File: config.mk
export PLATFORM = sky130hd
export DESIGN_NAME = segre_dtlb_walker
export DESIGN_NICKNAME = d
export VERILOG_FILES = /design/src/rtl/segre_dtlb_walker.sv
export SDC_FILE = /design/constraint.sdc
export NUM_CORES = 1
export LEC_CHECK = 0
export ABC_AREA = 1
export BUFFER_PORTS_ARGS = -buffer_cell sky130_fd_sc_hd__buf_2
export CORE_ASPECT_RATIO = 1.25
export CORE_MARGIN = 2
export CORE_UTILIZATION = 50
export DETAILED_ROUTE_END_ITERATION = 10
export MAX_ROUTING_LAYER = met4
export PLACE_DENSITY = 0.85
export SLEW_MARGIN = 20
export SYNTH_ARGS = -nofsm -noshare
export SYNTH_HDL_FRONTEND = slang
export SYNTH_SLANG_ARGS = --single-unit
File: constraint.sdc
create_clock -name clock_i -period 2.45 [get_ports clock_i]
set_input_delay 0.49 -clock clock_i [delete_from_list [all_inputs] [get_ports clock_i]]
set_output_delay 0.49 -clock clock_i [all_outputs]
set_load 0.01 [all_outputs]
File: src/rtl/segre_dtlb_walker.sv
// Single-level page-table walker that services DTLB misses with one PTE read per walk.
// Optional response timeout is built when SEGRE_DTLB_WALKER_TIMEOUT_EN is defined.
module segre_dtlb_walker #(
    parameter int VIRT_PAGE_BITS = 20,
    parameter int PHYS_PAGE_BITS = 8,
    parameter int PHYS_ADDR_SIZE = 20,
    parameter int TIMEOUT_CYCLES = 64
) (
    input  logic                      clock_i,
    input  logic                      rst_i,
    input  logic [PHYS_ADDR_SIZE-1:0] ptbr_i,
    input  logic                      miss_valid_i,
    input  logic [31:0]               miss_vaddr_i,
    output logic                      miss_ready_o,
    input  logic                      flush_i,
    output logic                      mem_req_o,
    output logic [PHYS_ADDR_SIZE-1:0] mem_addr_o,
    input  logic                      mem_gnt_i,
    input  logic                      mem_rvalid_i,
    input  logic [31:0]               mem_rdata_i,
    output logic                      fill_valid_o,
    output logic [VIRT_PAGE_BITS-1:0] fill_vpage_o,
    output logic [PHYS_PAGE_BITS-1:0] fill_ppage_o,
    output logic [1:0]                fill_mode_o,
    output logic                      fault_o,
    output logic                      fault_timeout_o
);

    typedef enum logic [2:0] {IDLE, REQ, WAIT, RESP, DRAIN} state_t;

    state_t                    state, next_state;
    logic [VIRT_PAGE_BITS-1:0] vpage_q;
    logic [PHYS_ADDR_SIZE-1:0] addr_q;
    logic                      pte_v_q;
    logic                      timeout_hit;
    logic                      accept;
    logic                      capture;
    logic [VIRT_PAGE_BITS-1:0] miss_vpage;

    assign miss_vpage = miss_vaddr_i[31 -: VIRT_PAGE_BITS];
    assign accept     = (state == IDLE) && (next_state == REQ);
    assign capture    = (state != RESP) && (next_state == RESP);

`ifdef SEGRE_DTLB_WALKER_TIMEOUT_EN
    localparam int CNT_W = $clog2(TIMEOUT_CYCLES + 1);
    logic [CNT_W-1:0] wait_cnt_q;

    always_ff @(posedge clock_i) begin
        if (rst_i) begin
            wait_cnt_q <= '0;
        end else if (state != WAIT) begin
            wait_cnt_q <= '0;
        end else begin
            wait_cnt_q <= wait_cnt_q + 1'b1;
        end
    end

    // Fires in the last allowed WAIT cycle if the response still has not shown up.
    assign timeout_hit = (state == WAIT) && !mem_rvalid_i &&
                         (wait_cnt_q == CNT_W'(TIMEOUT_CYCLES - 1));
`else
    logic unused_timeout_cfg;
    assign unused_timeout_cfg = ^TIMEOUT_CYCLES;
    assign timeout_hit        = 1'b0;
`endif

    always_ff @(posedge clock_i) begin
        if (rst_i) begin
            state        <= IDLE;
            vpage_q      <= '0;
            addr_q       <= '0;
            pte_v_q      <= 1'b0;
            fill_vpage_o <= '0;
            fill_ppage_o <= '0;
            fill_mode_o  <= '0;
        end else begin
            state <= next_state;
            if (accept) begin
                vpage_q <= miss_vpage;
                addr_q  <= ptbr_i + PHYS_ADDR_SIZE'({miss_vpage, 2'b00});
            end
            // Fill data only moves on a valid PTE, so it holds between fills.
            if (capture) begin
                pte_v_q <= mem_rdata_i[0];
                if (mem_rdata_i[0]) begin
                    fill_vpage_o <= vpage_q;
                    fill_ppage_o <= mem_rdata_i[12 +: PHYS_PAGE_BITS];
                    fill_mode_o  <= mem_rdata_i[2:1];
                end
            end
        end
    end

    always_comb begin
        next_state = state;
        unique case (state)
            IDLE: begin
                if (miss_valid_i && !flush_i) next_state = REQ;
            end
            REQ: begin
                // A flush after grant must still swallow the response unless it is already here.
                if (flush_i) begin
                    if (mem_gnt_i && !mem_rvalid_i) next_state = DRAIN;
                    else                            next_state = IDLE;
                end else if (mem_gnt_i) begin
                    next_state = mem_rvalid_i ? RESP : WAIT;
                end
            end
            WAIT: begin
                if (flush_i)           next_state = mem_rvalid_i ? IDLE : DRAIN;
                else if (mem_rvalid_i) next_state = RESP;
                else if (timeout_hit)  next_state = DRAIN;
            end
            RESP:  next_state = IDLE;
            DRAIN: begin
                if (mem_rvalid_i) next_state = IDLE;
            end
            default: next_state = IDLE;
        endcase
    end

    always_comb begin
        miss_ready_o    = 1'b0;
        mem_req_o       = 1'b0;
        fill_valid_o    = 1'b0;
        fault_o         = 1'b0;
        fault_timeout_o = 1'b0;
        if (!rst_i) begin
            miss_ready_o    = (state == IDLE);
            mem_req_o       = (state == REQ);
            fill_valid_o    = (state == RESP) && pte_v_q;
            fault_timeout_o = timeout_hit && !flush_i;
            fault_o         = ((state == RESP) && !pte_v_q) || fault_timeout_o;
        end
    end

    assign mem_addr_o = addr_q;

    logic unused_bits;
    assign unused_bits = ^{mem_rdata_i[31:12+PHYS_PAGE_BITS], mem_rdata_i[11:3],
                           miss_vaddr_i[31-VIRT_PAGE_BITS:0]};

endmodule

# Word level (Yosys, flattened, before mapping)
# Cells that the tools add are included.
[classes]
mux = 14
eq_ne = 7
n_addsub = 1
reduce_logical = 11
[ops]
columns = ["op", "count"]
rows = [
  ["$mux W3", 8],
  ["$add A20 B20 Y20", 1],
  ["$pmux W3 S4", 1],
  ["$eq A3 B2 Y1 const B", 3],
  ["$eq A3 B1 Y1 const B", 2],
  ["$logic_and A1 B1 Y1", 6],
  ["$mux W1", 5],
  ["$eq A3 B3 Y1 const B", 1],
  ["$logic_not A1 Y1", 3],
  ["$logic_not A3 Y1", 1],
  ["$ne A3 B2 Y1 const B", 1],
  ["$reduce_and A2 Y1", 1],
]
[word_totals]
out_inout_bits = 55
input_bits = 90
ff_bits = 74
elab_cells = 40

# Logic depth before layout (Yosys ltp)
# Gate-level depths: netlist (run 1).
[logic_depth]
ltp_word = 8
ltp_mapped = 14
ltp_nobuf = 14

# Worst setup path after synthesis (run 1)
# OpenSTA, ideal clock, no wires.
[synth_timing]
path_type = "input-to-reg"
from = "in ptbr_i[2]"
to = "reg addr_q[18] (netlist: mem_addr_o[18])"
path_stages = 13
t_arrival_ps = 1791
setup_time_ps = 109
path_buffers = 0
slack_ps = 550
required_ps = 2341
cell_sequence = "ha_1 -> inv_1 -> fa_1 -> inv_1 -> nand3_1 -> nand2_1 -> nand3_1 -> nand2_1 -> nand2_1 -> nand3_1 -> nand3_1 -> nand2_1 -> inv_1"
[synth_via]
elab_chain_cells = 1
[synth_rtl]
columns = ["item", "line", "source"]
rows = [
  ["start: declaration", "11", "input logic [PHYS_ADDR_SIZE-1:0] ptbr_i,"],
  ["$add A20 B20 Y20", "80", "addr_q <= ptbr_i + PHYS_ADDR_SIZE'({miss_vpage, 2'b00});"],
  ["end signal: assignment", "80", ""],
  ["end: declaration", "33", "logic [PHYS_ADDR_SIZE-1:0] addr_q;"],
]
# Every way passes these cells.
# A chain may end at the register's enable or synchronous reset.

# Worst setup path after layout (run 1)
[layout_timing]
from = "reg state[2]"
to = "reg fill_vpage_o[13]"
[layout_via]
elab_chain_cells = 6
elab_cells_between_ends = 15
classes_between = "eq/ne: 5; mux: 7; reduce/logical: 3"
[layout_rtl]
columns = ["item", "line", "source"]
rows = [
  ["start: declaration", "31", "state_t state, next_state;"],
  ["start signal: assignment", "77", "state <= next_state;"],
  ["$mux W3, on equally long branches", "111, 105", ""],
  ["$mux W3, on equally long branches", "110, 102", ""],
  ["$pmux W3 S4", "96", "unique case (state)"],
  ["$eq A3 B2 Y1", "42", "assign capture = (state != RESP) && (next_state == RESP);"],
  ["$logic_and A1 B1 Y1 *", "42", ""],
  ["$reduce_and A2 Y1 (no source line) *", "n/a", ""],
  ["end signal: assignment", "86", "fill_vpage_o <= vpage_q;"],
  ["end: declaration", "22", "output logic [VIRT_PAGE_BITS-1:0] fill_vpage_o,"],
]
# Mark *: on every way between the ends. The rest lies on a longest branch, timed or not.

==> impl_metrics.toml, run 1 <==
[worst_hold_path]
hp-class = "input port to register"

[worst_setup_path]
cp.required_ns = 2.69
critical_path.startpoint_type = "register"
rr_endpoint = "fill_vpage_o[13]$_SDFFE_PP0P_"
crit_path_end = "fill_vpage_o[13]$_SDFFE_PP0P_"
cp-end-kind = "register"
rr_worst_depth = 6
r2r-start = "state[2]$_SDFF_PP0_"
worstSetupPathType = "register to register"
critPathMaxFanout = 61
cp.arrival_ns = 2.25
r2r_setup_slack_ns = 0.44
startpoint = "state[2]$_SDFF_PP0_"

[yosys]
yosysTopAreaCell = "dfxtp_1"
synth_top_area_share_pct = 37.59
ys_top_cells_by_area = "dfxtp_1 (38%), nand2_1 (14%), nor2_1 (14%), inv_1 (7.7%), ha_1 (5.4%)"
yosysSeqAreaShare_pct = 37.59
synth_most_common_cell = "nand2_1"
synth_common_cells = "nand2_1 (151), nor2_1 (146), inv_1 (81), dfxtp_1 (74)"
syn_inst = 609
synth-async-reset-ratio_pct = 0
ys_warn_count = 0
syn_nets = 717
synth.avg_cell_area_um2 = 6.472
synth-edff-count = 0
syn-cell-area_um2 = 3941
ys_ff_latch = 74
ys_types = 36
synth_ff_type = "dfxtp_1"

[placement]
placed_area_um2 = 4519
dpl.hpwl_mm = 7.035
place.gp.congestion = 0.8907
port_buffers = 110

[sta]
final-setup-viol-count = 0
holdWs_ns = 0.3627
max_clock_freq_ghz = 0.4966
clock-skew-final_ns = 0.01248
timing.final.crit_period_ns = 2.014
period_share_pct = 82.20
relSlewSlack_pct = 46.61
tns_ns = 0
grt_setup_unrepaired = "no"
slew_violations = 0
max_slew.worst_pin.slew_ns = 0.7994
hold_viol_final = 0

[cells_and_area]
drive_gt1_share_pct = 19.69
layout.nets = 820
n_fill_cell = 748
seqCellArea_um2 = 1481
diodes = 0
utilization_pct = 61.08
syn_to_final_growth_pct = 19.37
stdcell_area_um2 = 4705
multi_input_area_um2 = 2016

[job]
drv_cap = 0

[pwr]
vdd_ir_drop_max_mv = 0.3063
power.density_nw_per_um2 = 600.1
p_leak_nw = 2.709

[routing]
vias = 3899
routedWlPerCell_um = 11.65
viasPerCell = 4.808
drcViolationCount = 0
wl_mm = 9.451
drt_pass1_iterations = 4
dr.first_iter.drc_count = 201
ant_nets = 0

[floorplanning]
coreArea_um2 = 7702
rows = 36
die_area_um2 = 8613
die_w_um = 83.41
start_util_pct = 51.17
ios = 145
dieHeight_um = 103.3

[cts]
cts_max_path_buffers = 2
cts-buffers-inserted = 9
holdBufCountCts = 0
tritoncts = "done"
cts_root_buf = "clkbuf_8"
cts_resized = 0
cts_htree_levels = 3
clkTransAtPathRegs_ns = 0.07
cts.sinks = 74
cts_setup_buffers = 0
clk_latency_ns = 0.36

[global_route]
grt_antenna_before_repair = 0
grt_overflow = 0
grt_max_degree = 64
grt_usage_pct = 23.30
grt_pass1_wl_mm = 15.71
grt_pass1_vias = 3644

[outcome]
outcome = "finished, final reports clean"
layout by cell type (no fill, tap or decap), types with 2 or more instances in the layout:
cell type	count
a21oi_1	16
a21oi_2	2
buf_2	110
buf_4	4
clkbuf_1	2
clkbuf_8	10
clkinv_2	2
dfxtp_1	74
ha_1	17
inv_1	81
inv_2	5
nand2_1	151
nand3_1	30
nand4_1	3
nor2_1	146
nor3_1	3
o211ai_1	4
o21ai_0	30
o22ai_1	2
xnor2_1	4
xor2_1	3
worst min-delay path by stage:
stage,end,cells after the start,start
global route,fill_ppage_o[2]$_SDFFE_PP0P_,3,mem_rdata_i[14]
floorplan,fill_vpage_o[1]$_SDFFE_PP0P_,2,vpage_q[1]$_SDFFE_PP0P_
detailed placement,fill_vpage_o[3]$_SDFFE_PP0P_,2,vpage_q[3]$_SDFFE_PP0P_
finish,fill_ppage_o[2]$_SDFFE_PP0P_,3,mem_rdata_i[14]
global placement,fill_vpage_o[4]$_SDFFE_PP0P_,2,vpage_q[4]$_SDFFE_PP0P_
CTS,fill_ppage_o[0]$_SDFFE_PP0P_,3,mem_rdata_i[12]
cell type report:
cell class | instances | area share (%)
multi-input cells | 427 | 42.85
clock buffers | 12 | 3.085
repair buffers | 114 | 12.34
well taps | 95 | 2.527
flip-flops and latches | 74 | 31.49
inverters | 86 | 6.862
clock inverters | 3 | 0.8511
cell families after synthesis:
family	share of synthesized area, %
simple gates	34.98
buf+inv	11.27
flops	37.59
compound gates	8.603
fa+ha+maj	5.905
xor+xnor	1.556
other cells	0.09515
layer usage:
metal  wire length [µm]  up-vias  track usage [%]
li1                   -     2065                -
met1               3892     1724            24.64
met2               4925       92            42.93
met3                395       18            4.127
met4                238        0            10.67
met5                  0        -                -
registers in the layout, summed over array words and instances, names as in the netlist:
name and count:
pte_v_q 1, state 3, fill_vpage_o 20, mem_addr_o 20
fill_mode_o 2, vpage_q 20, fill_ppage_o 8
worst max-delay path: stages, from the launching register on:
cell,delay [ns]
dfxtp_1,0.35
inv_2,0.11
nand3_1,0.14
o21ai_2,0.24
nand4_4,0.65
nor2_1,0.31
nor2_1,0.08
power by group:
group	internal, W	switching (W)	total [W]
Combinational	0.000219	0.000349	0.000568
Clock	0.000490	0.000449	0.000939
Sequential	0.00128	0.0000383	0.00132
Total	0.00199	0.000836	0.00282
metrics by stage:
stage / std cells / power (W) / worst slack (ns)
final: 811 / 0.002823 / 0.4361
after global routing: 811 / 0.002977 / 0.1726
after CTS: 811 / 0.002840 / 0.4121
after detailed placement: 796 / 0.001910 / 0.2209
after global placement: 796 / 0.001894 / 0.2390
after floorplan: 609 / 0.001726 / 0.5500
(Power assumes the default switching activity.)
==> run 2: changes to the inputs <==
Clock period 2.45 ns to 1.9 ns, I/O delays scaled along.
==> impl_metrics.toml, run 2 (synthesis gave the netlist of run 1 again) <==
[outcome]
outcome = "finished, final reports clean"

[cts]
tritoncts = "done"
cts_resized = 0
cts_max_path_buffers = 2
cts.sinks = 74
cts_htree_levels = 3
holdBufCountCts = 0
cts_root_buf = "clkbuf_8"
cts-buffers-inserted = 9
clk_latency_ns = 0.36
clkTransAtPathRegs_ns = 0.09
cts_setup_buffers = 0

[cells_and_area]
diodes = 0
drive_gt1_share_pct = 21.02
final_common_cell = "nand2_1"
syn_to_final_growth_pct = 23.33
layoutNonFillerInstCount = 823
final_cell_mix = "nand2_1 (151), nor2_1 (146), buf_2 (110)"
layout.nets = 831

[floorplanning]
die_area_um2 = 8613
die_w_um = 83.41
rows = 36
dieHeight_um = 103.3
start_util_pct = 51.17
coreArea_um2 = 7702
ios = 145

[worst_hold_path]
hp-class = "input port to register"

[worst_setup_path]
crit_path_cell_trace = "buf_2 > ha_1 > inv_1 > fa_1 > inv_1 > nand3_1 > nand2_1 > nand3_1 > nand2_1 > nand2_1 > nand3_1 > nand3_1 > nand2_1 > inv_1"
critical_path.startpoint_type = "input port"
worstSetupPathType = "input port to register"
critPathMaxFanout = 3
slowest_stage = "fa_1"
cp.arrival_ns = 1.95
cp-end-kind = "register"
cp.required_ns = 2.17
max_stage_delay_ns = 0.38

[routing]
vias = 3953
ant_nets = 0
drt_pass1_iterations = 4
wl_mm = 9.974
routedWlPerCell_um = 12.12
drcViolationCount = 0
viasPerCell = 4.803
dr.first_iter.drc_count = 186

[global_route]
grt_pass1_vias = 3667
grt_usage_pct = 24.42
grt_overflow = 0
grt_antenna_before_repair = 0
grt_max_degree = 62
grt_pass1_wl_mm = 16.30

[sta]
timing.final.crit_period_ns = 1.677
grt_setup_unrepaired = "no"
final-setup-viol-count = 0
slew_violations = 0
holdWs_ns = 0.2515
period_share_pct = 88.27
hold_viol_final = 0
clock-skew-final_ns = 0.01140
max_clock_freq_ghz = 0.5963

[pwr]
vdd_ir_drop_max_mv = 0.5157
p_leak_nw = 2.790
power.density_nw_per_um2 = 809.8

[placement]
dpl.hpwl_mm = 7.331
port_buffers = 110
placedCellCount = 807
place.gp.congestion = 0.8841

[job]
drv_cap = 0
## run 2: layout make-up
type,instances,area (µm²)
multi-input cells,427,2016
fillers,715,2841
clock buffers,11,131.4
inverters,86,322.8
clock inverters,5,102.6
well taps,95,118.9
flip-flops and latches,74,1481
repair buffers,125,688.2
## run 2: path summary, 6_finish.rpt
check / from / end / slack (ns) / cells after the start
setup / recovery: miss_vaddr_i[12] / mem_addr_o[18]$_SDFFE_PP0P_ / 0.22 / 14
hold / removal: mem_rdata_i[2] / fill_mode_o[1]$_SDFFE_PP0P_ / 0.25 / 3
hold reg to reg: vpage_q[15]$_SDFFE_PP0P_ / vpage_q[15]$_SDFFE_PP0P_ / 0.49 / 2
setup reg to reg: state[2]$_SDFF_PP0_ / fill_vpage_o[6]$_SDFFE_PP0P_ / 0.31 / 7
## run 2: worst max-delay path: cells and delay by family
kind / cells / cell delay (ns)
adder cells (fa/ha/maj): 2 / 0.57
buffers and inverters: 4 / 0.28
AND/OR/NAND/NOR: 8 / 0.71
## run 2: power breakdown
part / switching [W] / total [W] / internal, W
Clock: 0.000598 / 0.00147 / 0.000871
Combinational: 0.000461 / 0.000769 / 0.000308
Sequential: 0.0000499 / 0.00170 / 0.00165
Total: 0.00111 / 0.00394 / 0.00283
## run 2: stage by stage
stage	worst slack (ns)	power, W	util, %	TNS (ns)	area (µm²)
detailed placement	-0.1625	0.002496	60.07	-0.5560	4627
global route	0.01967	0.004151	63.11	0	4861
global placement	-0.1072	0.002475	60.07	-0.2836	4627
floorplan	0.1100	0.002226	-	0	3941
finish	0.2229	0.003936	63.11	0	4861
CTS	0.2182	0.003954	63.11	0	4861
## run 2: layer usage
| layer | part of all wire, % | track usage [%] | up-vias |
|---|---|---|---|
| met1 | 41 | 26.05 | 1754 |
| met4 | 1.9 | 9.057 | 0 |
| met3 | 5.2 | 6.190 | 15 |
| met5 | 0 | - | - |
| li1 | - | - | 2088 |
| met2 | 52 | 44.29 | 96 |
==> run 3: changes to the inputs <==
Settings changed: RECOVER_POWER set to 50.
Clock period 1.9 ns to 1.77 ns, I/O delays scaled along.
==> impl_metrics.toml, run 3 (synthesis gave the netlist of run 1 again) <==
[floorplanning]
coreArea_um2 = 7702
die_area_um2 = 8613
dieHeight_um = 103.3
ios = 145
die_w_um = 83.41
start_util_pct = 51.17
rows = 36

[job]
drv_cap = 0

[cells_and_area]
stdcell_area_um2 = 4989
final_cell_mix = "nand2_1 (150), nor2_1 (146), inv_1 (82)"
n_fill_cell = 729
final_common_cell = "nand2_1"
layout.nets = 849
syn_to_final_growth_pct = 26.57
drive_gt1_share_pct = 16.62
utilization_pct = 64.77

[worst_setup_path]
critPathMaxFanout = 6
max_stage_delay_ns = 0.35
worstSetupPathType = "register to primary output"
cp.required_ns = 1.42
cp-end-kind = "primary output"
crit_path_cell_trace = "inv_1 > nand3_1 > nor2_1 > buf_2"
cp.arrival_ns = 1.29
slowest_stage = "dfxtp_1"
path_buf_inv = 2
critical_path.top_delay_family = "flip-flops"
critical_path.startpoint_type = "register"

[cts]
cts-buffers-inserted = 9
clkTransAtPathRegs_ns = 0.07
tritoncts = "done"
holdBufCountCts = 0
cts_max_path_buffers = 2
clk_latency_ns = 0.36
cts.sinks = 74
cts_htree_levels = 3
cts_root_buf = "clkbuf_8"

[routing]
dr.first_iter.drc_count = 190
wl_mm = 10.33
ant_nets = 0
drt_pass1_iterations = 6
drcViolationCount = 0
viasPerCell = 4.860
vias = 4092
routedWlPerCell_um = 12.27

[sta]
holdWs_ns = 0.2175
max_clock_freq_ghz = 0.6077
clock-skew-final_ns = 0.006211
final-setup-viol-count = 0
tns_ns = 0
slew_violations = 0
timing.final.crit_period_ns = 1.646
hold_viol_final = 0
period_share_pct = 92.97
grt_setup_unrepaired = "no"
fin_ws_ns = 0.1245

[placement]
place.gp.congestion = 0.9103
dpl.hpwl_mm = 7.664
port_buffers = 110
dp_slack_ns = -0.2415
placed_area_um2 = 4767

[pwr]
power.density_nw_per_um2 = 888.8
vdd_ir_drop_max_mv = 0.5334
p_leak_nw = 2.688

[global_route]
grt_usage_pct = 25.21
grt_antenna_before_repair = 1
grt_max_degree = 58
grt_pass1_vias = 3957
grt_overflow = 0
grt_pass1_wl_mm = 16.96

[worst_hold_path]
hp-class = "input port to register"

[outcome]
outcome = "finished, final reports clean"
[run 3: what timing repair did]
action | 4_1_cts | 5_1_grt
gates resized for setup | 0 | 4
endpoints found under the setup margin | 0 | 17
endpoints found under the hold margin | 0 | 0
setup buffers | 0 | 1
[run 3: through the flow]
stage / instances / power (W)
final: 842 / 0.004434
after global routing: 842 / 0.004664
after global placement: 824 / 0.002706
after floorplan: 609 / 0.002389
after CTS: 840 / 0.004496
after detailed placement: 824 / 0.002733
[run 3: per-layer routing]
layer,vias to the layer above,share of wire (%),track usage [%]
met1,1808,39,24.83
met5,-,0,-
met2,121,53,47.27
met3,30,5.8,6.667
li1,2133,-,-
met4,0,2.9,11.04
[run 3: final timing paths]
check                           slack (ns)                             to                     start  cells past startpoint
worst min register to register        0.49  fill_vpage_o[16]$_SDFFE_PP0P_  vpage_q[16]$_SDFFE_PP0P_                      2
worst min-delay path                  0.22   fill_ppage_o[0]$_SDFFE_PP0P_           mem_rdata_i[12]                      3
worst max-delay path                  0.12                      mem_req_o       state[2]$_SDFF_PP0_                      4
worst max register to register        0.13   fill_vpage_o[5]$_SDFFE_PP0P_       state[2]$_SDFF_PP0_                      8
[run 3: layout make-up]
cell class / instances / area, µm² / share of cell area (%)
flip-flops and latches: 74 / 1481 / 29.70
diodes: 1 / 2.502 / 0.05016
well taps: 95 / 118.9 / 2.383
inverters: 86 / 322.8 / 6.471
clock buffers: 11 / 141.4 / 2.834
clock inverters: 5 / 125.1 / 2.508
repair buffers: 143 / 770.7 / 15.45
multi-input cells: 427 / 2026 / 40.61
[run 3: tightest hold or removal path, delay by kind of cell]
| kind | cells | cell delay (ns) |
|---|---|---|
| simple gates | 2 | 0.11 |
| buf+inv | 1 | 0.07 |
[run 3: power by group]
part | switching (W) | internal, W | total, W
Combinational | 0.000512 | 0.000355 | 0.000867
Clock | 0.000627 | 0.00112 | 0.00174
Sequential | 0.0000551 | 0.00177 | 0.00182
Total | 0.00119 | 0.00324 | 0.00443
